## config.mk

```make
export PLATFORM = sky130hd
export DESIGN_NAME = de_operand_reg
export DESIGN_NICKNAME = d
export VERILOG_FILES = /design/src/rtl/de_operand_reg.sv
export SDC_FILE = /design/constraint.sdc
export NUM_CORES = 1
export LEC_CHECK = 0
export CAP_MARGIN = 20
export CORE_MARGIN = 2
export CORE_UTILIZATION = 33
export CTS_BUF_LIST = sky130_fd_sc_hd__clkbuf_16
export CTS_CLUSTER_DIAMETER = 200
export DETAILED_ROUTE_END_ITERATION = 12
export PLACE_DENSITY = 0.66
export SKIP_CTS_REPAIR_TIMING = 1
export SYNTH_ARGS = -nofsm -noshare
export SYNTH_HDL_FRONTEND = slang
export SYNTH_SLANG_ARGS = --single-unit
```

## constraint.sdc

```tcl
create_clock -name clk -period 2.2 [get_ports clk]
set_input_delay 0.33 -clock clk [delete_from_list [all_inputs] [get_ports clk]]
set_output_delay 0.33 -clock clk [all_outputs]
set_load 0.02 [all_outputs]
```

## src/rtl/de_operand_reg.sv

```systemverilog
// ---------------------------------------------------------------------------
// de_operand_reg
//   D/E pipeline register of the five-stage MIPS core. It sits directly in
//   front of the E-stage ALU.
//
//   It captures the decoded operands and control from D. On a stall or a
//   flush it inserts a bubble. It forwards M/W results so the ALU sees the
//   final rs/rt values. Under an E-stage hold it freezes, while the held
//   rs/rt operands keep absorbing any forwarded value.
//
//   Per-edge priority: hold > (flush | stall) > load.
//
// Optional feature (macro DE_BUBBLE_CNT_EN):
//   When the macro is defined, the block adds a 32-bit output bubble_cnt.
//   The counter increments on every edge that inserts a bubble (hold=0 and
//   stall|flush=1) and wraps from 0xFFFFFFFF to 0.
//
// Ports:
//   clk, reset          rising-edge clock, async active-low reset
//   stall, flush, hold  pipeline control from the hazard unit / downstream
//   d_*                 decoded instruction fields from D
//   m_wa/m_we/m_data    M-stage writeback (forwarding source, priority 1)
//   w_wa/w_we/w_data    W-stage writeback (forwarding source, priority 2)
//   e_*                 operands and control presented to the E stage
//   bubble_cnt          bubble counter (only with DE_BUBBLE_CNT_EN)
// ---------------------------------------------------------------------------
module de_operand_reg #(
  parameter int DW  = 32,
  parameter int OPW = 4
) (
  input  logic           clk,
  input  logic           reset,
  input  logic           stall,
  input  logic           flush,
  input  logic           hold,
  input  logic           d_valid,
  input  logic [DW-1:0]  d_pc,
  input  logic [DW-1:0]  d_rs_val,
  input  logic [DW-1:0]  d_rt_val,
  input  logic [DW-1:0]  d_ext,
  input  logic [OPW-1:0] d_alu_op,
  input  logic [4:0]     d_rs_addr,
  input  logic [4:0]     d_rt_addr,
  input  logic [4:0]     d_wa,
  input  logic           d_we,
  input  logic [4:0]     m_wa,
  input  logic           m_we,
  input  logic [DW-1:0]  m_data,
  input  logic [4:0]     w_wa,
  input  logic           w_we,
  input  logic [DW-1:0]  w_data,
`ifdef DE_BUBBLE_CNT_EN
  output logic [31:0]    bubble_cnt,
`endif
  output logic           e_valid,
  output logic [DW-1:0]  e_pc,
  output logic [DW-1:0]  e_rs,
  output logic [DW-1:0]  e_rt,
  output logic [DW-1:0]  e_ext,
  output logic [OPW-1:0] e_alu_op,
  output logic [4:0]     e_rs_addr,
  output logic [4:0]     e_rt_addr,
  output logic [4:0]     e_wa,
  output logic           e_we
);

  logic           r_valid;
  logic [DW-1:0]  r_pc;
  logic [DW-1:0]  r_rs;
  logic [DW-1:0]  r_rt;
  logic [DW-1:0]  r_ext;
  logic [OPW-1:0] r_alu_op;
  logic [4:0]     r_rs_addr;
  logic [4:0]     r_rt_addr;
  logic [4:0]     r_wa;
  logic           r_we;

  logic [DW-1:0]  w_fwd_rs;
  logic [DW-1:0]  w_fwd_rt;
  logic [DW-1:0]  w_cap_rs;
  logic [DW-1:0]  w_cap_rt;
  logic           w_bubble;

  // A bubble is inserted only when E is not frozen.
  assign w_bubble = ~hold & (stall | flush);

  // Forwarding into E: M beats W, and register $0 is never forwarded.
  always_comb begin
    w_fwd_rs = r_rs;
    w_fwd_rt = r_rt;
    if (m_we && (m_wa != 5'd0) && (m_wa == r_rs_addr)) begin
      w_fwd_rs = m_data;
    end else if (w_we && (w_wa != 5'd0) && (w_wa == r_rs_addr)) begin
      w_fwd_rs = w_data;
    end else begin
      w_fwd_rs = r_rs;
    end
    if (m_we && (m_wa != 5'd0) && (m_wa == r_rt_addr)) begin
      w_fwd_rt = m_data;
    end else if (w_we && (w_wa != 5'd0) && (w_wa == r_rt_addr)) begin
      w_fwd_rt = w_data;
    end else begin
      w_fwd_rt = r_rt;
    end
  end

  // Capture-time W bypass: covers a GRF write and read in the same cycle.
  always_comb begin
    w_cap_rs = d_rs_val;
    w_cap_rt = d_rt_val;
    if (w_we && (w_wa != 5'd0) && (w_wa == d_rs_addr)) begin
      w_cap_rs = w_data;
    end else begin
      w_cap_rs = d_rs_val;
    end
    if (w_we && (w_wa != 5'd0) && (w_wa == d_rt_addr)) begin
      w_cap_rt = w_data;
    end else begin
      w_cap_rt = d_rt_val;
    end
  end

  // D/E pipeline register with hold / bubble / load priority.
  always_ff @(posedge clk or negedge reset) begin
    if (!reset) begin
      r_valid   <= 1'b0;
      r_pc      <= '0;
      r_rs      <= '0;
      r_rt      <= '0;
      r_ext     <= '0;
      r_alu_op  <= '0;
      r_rs_addr <= 5'd0;
      r_rt_addr <= 5'd0;
      r_wa      <= 5'd0;
      r_we      <= 1'b0;
    end else if (hold) begin
      // Fold any forwarded value into the operand registers. The operand
      // then survives after the producing instruction has retired.
      r_rs <= w_fwd_rs;
      r_rt <= w_fwd_rt;
    end else if (stall || flush) begin
      r_valid   <= 1'b0;
      r_pc      <= d_pc;
      r_rs      <= '0;
      r_rt      <= '0;
      r_ext     <= '0;
      r_alu_op  <= '0;
      r_rs_addr <= 5'd0;
      r_rt_addr <= 5'd0;
      r_wa      <= 5'd0;
      r_we      <= 1'b0;
    end else begin
      r_valid   <= d_valid;
      r_pc      <= d_pc;
      r_rs      <= w_cap_rs;
      r_rt      <= w_cap_rt;
      r_ext     <= d_ext;
      r_alu_op  <= d_alu_op;
      r_rs_addr <= d_rs_addr;
      r_rt_addr <= d_rt_addr;
      r_wa      <= d_wa;
      r_we      <= d_we & d_valid;
    end
  end

`ifdef DE_BUBBLE_CNT_EN
  logic [31:0] r_bubble_cnt;

  // Bubble counter; frozen cycles are not counted, and the count wraps naturally.
  always_ff @(posedge clk or negedge reset) begin
    if (!reset) begin
      r_bubble_cnt <= 32'd0;
    end else if (w_bubble) begin
      r_bubble_cnt <= r_bubble_cnt + 32'd1;
    end else begin
      r_bubble_cnt <= r_bubble_cnt;
    end
  end

  assign bubble_cnt = r_bubble_cnt;
`else
  logic w_unused_bubble;
  assign w_unused_bubble = w_bubble;
`endif

  assign e_valid   = r_valid;
  assign e_pc      = r_pc;
  assign e_rs      = w_fwd_rs;
  assign e_rt      = w_fwd_rt;
  assign e_ext     = r_ext;
  assign e_alu_op  = r_alu_op;
  assign e_rs_addr = r_rs_addr;
  assign e_rt_addr = r_rt_addr;
  assign e_wa      = r_wa;
  assign e_we      = r_we & r_valid;

endmodule
```

==> results.md <==
Timing:
- The largest clock skew in the final design is around 0.021 ns.
- The fmax is ~0.37 GHz.
- Setup total negative slack on the finished layout was measured at -30.05 ns.
- The final-report hold violation count is 0.
- Setup violations remaining at the end of the flow were counted as 66.
- The worst slew slack as a fraction of its limit is 0.5989.
- In the finished design, the share of the clock period the worst path needs comes to 1.241.
- The slew of the pin with the lowest slew margin is 0.6017 ns.
- The total count of max-transition violations in the final report came to 0.
- Hold is met by roughly 0.36 ns.
- Counting I/O delays and the setup requirement, the final critical path takes 2.731 ns.
- After layout, the worst setup slack is -0.5311 ns.
- Setup repair after global routing could not meet its margin everywhere.

Logic synthesis:
- When the netlist entered floorplanning its net count stood at 988.
- The cell count after synthesis is between 700 and 800.
- The number of different library cells used by synthesis comes to 34.
- The sequential cell area fraction in the yosys report is 0.4414.
- Summed over all instances, the cell type with the most area after synthesis is sky130_fd_sc_hd__dfrtp_1.
- The post-synthesis average cell area is around 11 um^2.
- The area share of the leading cell type in the synthesized netlist is 0.4414.
- By area the synthesized netlist is led by sky130_fd_sc_hd__dfrtp_1 (44%), sky130_fd_sc_hd__a31oi_2 (8.6%), sky130_fd_sc_hd__mux2i_1 (7.6%), sky130_fd_sc_hd__o2bb2ai_1 (6.6%), sky130_fd_sc_hd__a22o_1 (5.4%).
- The yosys synthesis warning count is 0.
- Synthesis inferred around 150 register bits.
- The mapped netlist covers ~8400 um^2.

Routing:
- After detailed routing, the average wire length per cell comes to between 20 and 25 um.
- For this block, the via count after detailed routing is ~8.8k.
- The iteration count of the initial detailed-routing pass is 5.
- The count of nets left with antenna violations once routing finished came out at 0.
- The routed wire length is 37160 um.
- After detailed routing, the number of vias per cell comes to ~5.6.
- For this block, the initial DRC count from the detailed router was about 670.
- After detailed routing, the number of remaining DRC violations is 0.

Clocking:
- The maximum buffer depth of the clock tree is 2.
- The number of CTS-inserted buffers is 17.
- The clock network latency to the later pin of the worst-skew pair is between 0.4 and 0.5 ns.
- After clock tree synthesis, the clock-pin slew on the worst setup and hold paths is about 0.080 ns.
- TritonCTS built the clock tree.
- The CTS root buffer is sky130_fd_sc_hd__clkbuf_16.
- The H-tree generated during clock tree synthesis spans 4 levels.
- The number of sinks handled by clock tree synthesis is 149.

Critical path:
- The launch point of the worst path is e_rs_addr[0].
- In this run the worst setup path terminates at e_rs[16].
- The worst reg2reg path depth is 8.
- The critical register-to-register path endpoint is r_rt[21].
- The highest-delay cell along the critical path is sky130_fd_sc_hd__or4b_4.
- The top fanout value on the critical path is 7.
- The type of element capturing the critical path is a primary output.
- The critical path goes through xor2_2, or4b_4, buf_6, o21ai_2, a31oi_2, buf_4.
- The worst setup path category is register to primary output.
- The minimum setup slack among reg-to-reg paths is -0.02 ns.
- STA classifies the critical path startpoint as a register.
- STA puts the critical path data arrival time at 2.40 ns.
- The number of buffers and inverters on the critical path is 2.
- The largest stage delay on the critical path is ~0.65 ns.
- The start of the worst register-to-register path is e_rt_addr[0].
- The depth of the critical timing path with buffers and inverters included is 6.
- In this design, the largest share of critical-path delay is due to simple AND/OR/NAND/NOR gates.
- STA puts the critical path data required time at roughly 1.9 ns.

Floorplanning:
- The initial utilization of the core area, before any placement, comes to 0.3354.
- between 300 and 400 I/O pins were placed.
- The die is 164.0 um wide.
- The row count is between 50 and 60.
- The die covers 26890 um^2.
- The standard cell core area is ~25000 um^2.
- The vertical die dimension is about 160 um.

Power:
- The internal power contribution is about 6 mW.
- VDD sags by at most between 0.0004 and 0.0005 V.
- The net switching power figure is a little under 3 mW.
- In this run the power density over the cells is between 500 and 600 nW/um^2.
- The sequential fraction of design power is 0.349.
- The leakage component of the power is a little under 6 nW.
- The switching part of the total is 0.3280.
- The relative contribution of the clock network to total power is 0.324.
- Of the total power, combinational logic draws 0.327.
- Overall power consumption after layout is estimated at 8.800 mW.

Placed design:
- The count of port buffers added during placement is 378.
- The HPWL reported at the end of detailed placement is between 20000 and 30000 um.
- After detailed placement, the design holds a cell count of ~1.5k.
- The congestion estimate from routability-driven global placement came to roughly 0.92.

Global route:
- The all-layer global routing usage is 0.2521.
- The first global-routing pass estimated approximately 52000 um of wire.
- The remaining global-route overflow is 0.
- The initial antenna violation count was 0.
- The number of global-route vias before repair is ~8.6k.
- The maximum number of pins on one net before global-route repair is 69.

Final layout:
- The number of nets in the layout is 1460.
- The count of antenna diodes in the layout is 0.
- After the flow finishes, the layout carries non-filler instances totaling ~1.6k.
- The growth of design area from synthesis to finish is 80.85%.
- Of the cells placed in the final design, the portion with a size suffix greater than 1 is 0.3516.

Status:
- The checks that failed: negative setup slack.
- The flow ran to the end, but the final reports show violations.

Worst hold path:
- The path class of the tightest hold or removal check is input port to async pin.

Job:
- The max capacitance violation total is 0.
==> layout make-up <==
class	instances	area [um^2]
Fill cell	2083	9906
Timing Repair Buffer	537	5451
Multi-Input combinational cell	525	5112
Sequential cell	149	3735
Clock buffer	17	425.4
Tap cell	330	412.9
Clock inverter	15	138.9
==> how the worst min path moves through the flow <==
| stage | start | to | slack, ns | cells past startpoint |
|---|---|---|---|---|
| final | reset | r_rs[12] | 0.36 | 2 |
| after CTS | reset | r_rs[12] | -0.22 | 1 |
| after floorplan | reset | e_alu_op[0] | 0.03 | 0 |
| after detailed placement | reset | r_rs[12] | 0.23 | 1 |
| after global routing | reset | r_rs[12] | 0.37 | 2 |
| after global placement | reset | r_rs[12] | 0.23 | 1 |
==> cell usage after synthesis <==
library cell                  n
sky130_fd_sc_hd__a22o_1      52
sky130_fd_sc_hd__o211a_1      2
sky130_fd_sc_hd__or2_1        2
sky130_fd_sc_hd__and2_1       1
sky130_fd_sc_hd__or4b_4       2
sky130_fd_sc_hd__a31oi_1      6
sky130_fd_sc_hd__mux2_2      32
sky130_fd_sc_hd__buf_4        4
sky130_fd_sc_hd__nor2_1       1
sky130_fd_sc_hd__or4_4        2
sky130_fd_sc_hd__nand2_1      2
sky130_fd_sc_hd__nand4_1      4
sky130_fd_sc_hd__a31oi_2     58
sky130_fd_sc_hd__xor2_1       6
sky130_fd_sc_hd__dfrtp_1    149
sky130_fd_sc_hd__a32o_1       1
sky130_fd_sc_hd__o2bb2ai_1   64
sky130_fd_sc_hd__buf_6       10
sky130_fd_sc_hd__nor4b_2      1
sky130_fd_sc_hd__nor3_1      65
sky130_fd_sc_hd__o211ai_2     2
sky130_fd_sc_hd__o21ai_0      4
sky130_fd_sc_hd__nor3_2       2
sky130_fd_sc_hd__o211ai_4     2
sky130_fd_sc_hd__buf_1        1
sky130_fd_sc_hd__o21ai_1     58
sky130_fd_sc_hd__buf_2       23
sky130_fd_sc_hd__or3_1        1
sky130_fd_sc_hd__clkbuf_1    46
sky130_fd_sc_hd__xnor2_1     24
sky130_fd_sc_hd__nand3_1     64
sky130_fd_sc_hd__nor4b_4      1
sky130_fd_sc_hd__o21ai_2      2
sky130_fd_sc_hd__mux2i_1     64
==> metrics by stage <==
stage	area (um^2)	setup WS, ns	util
final	15280	-0.5311	0.6066
after global routing	15280	-0.5711	0.6066
after CTS	14060	-1.018	0.5584
after detailed placement	13500	-1.012	0.5360
after global placement	13500	-0.9936	0.5360
after floorplan	8459	0.003516	-
==> registers in the layout (all words and copies together), names as in the netlist <==
register,count
r_rt,32
e_rt_addr,5
e_wa,5
r_rs,32
e_ext,32
r_we,1
e_alu_op,4
e_rs_addr,5
e_pc,32
e_valid,1
==> per-layer routing <==
| layer | vias to the layer above | track usage | part of all wire |
|---|---|---|---|
| met4 | 0 | 0.08413 | 0.033 |
| li1 | 3864 | - | - |
| met1 | 4365 | 0.3150 | 0.39 |
| met5 | - | 0 | 0 |
| met3 | 69 | 0.05657 | 0.085 |
| met2 | 459 | 0.4307 | 0.49 |
==> kinds of logic after synthesis <==
family	after synthesis	synth area share
XOR/XNOR	30	0.03111
multiplexers	96	0.1185
AND/OR/NAND/NOR	148	0.09658
buffers and inverters	84	0.05140
flip-flops	149	0.4414
AO/OA/AOI/OAI	251	0.2610
==> cell usage in the layout (no fill, tap or decap), types with 3 or more instances in the layout <==
cell	count
sky130_fd_sc_hd__buf_2	8
sky130_fd_sc_hd__o2bb2ai_1	56
sky130_fd_sc_hd__nand4_1	4
sky130_fd_sc_hd__dlymetal6s2s_1	9
sky130_fd_sc_hd__a22o_1	52
sky130_fd_sc_hd__buf_4	138
sky130_fd_sc_hd__o21ai_4	32
sky130_fd_sc_hd__mux2_2	32
sky130_fd_sc_hd__inv_6	5
sky130_fd_sc_hd__nand3_1	62
sky130_fd_sc_hd__clkbuf_16	25
sky130_fd_sc_hd__o21ai_1	12
sky130_fd_sc_hd__a31oi_2	39
sky130_fd_sc_hd__nor3_1	64
sky130_fd_sc_hd__o21ai_2	18
sky130_fd_sc_hd__dfrtp_2	5
sky130_fd_sc_hd__xor2_2	4
sky130_fd_sc_hd__o2bb2ai_2	8
sky130_fd_sc_hd__a31oi_4	24
sky130_fd_sc_hd__buf_12	27
sky130_fd_sc_hd__mux2i_1	64
sky130_fd_sc_hd__xnor2_1	22
sky130_fd_sc_hd__dfrtp_1	144
sky130_fd_sc_hd__clkdlybuf4s50_1	303
sky130_fd_sc_hd__inv_8	3
sky130_fd_sc_hd__buf_6	39
sky130_fd_sc_hd__clkinv_4	3
sky130_fd_sc_hd__o211ai_4	4
==> power by group through the flow <==
| stage | logic, mW | registers (mW) | clock network, mW |
|---|---|---|---|
| floorplan | 0.938 | 3.21 | 0 |
| global placement | 2.56 | 3.08 | 0 |
| detailed placement | 2.57 | 3.09 | 0 |
| CTS | 2.58 | 3.04 | 2.91 |
| global route | 3.01 | 3.09 | 3.03 |
| finish | 2.88 | 3.07 | 2.85 |
(Power assumes the default switching activity.)
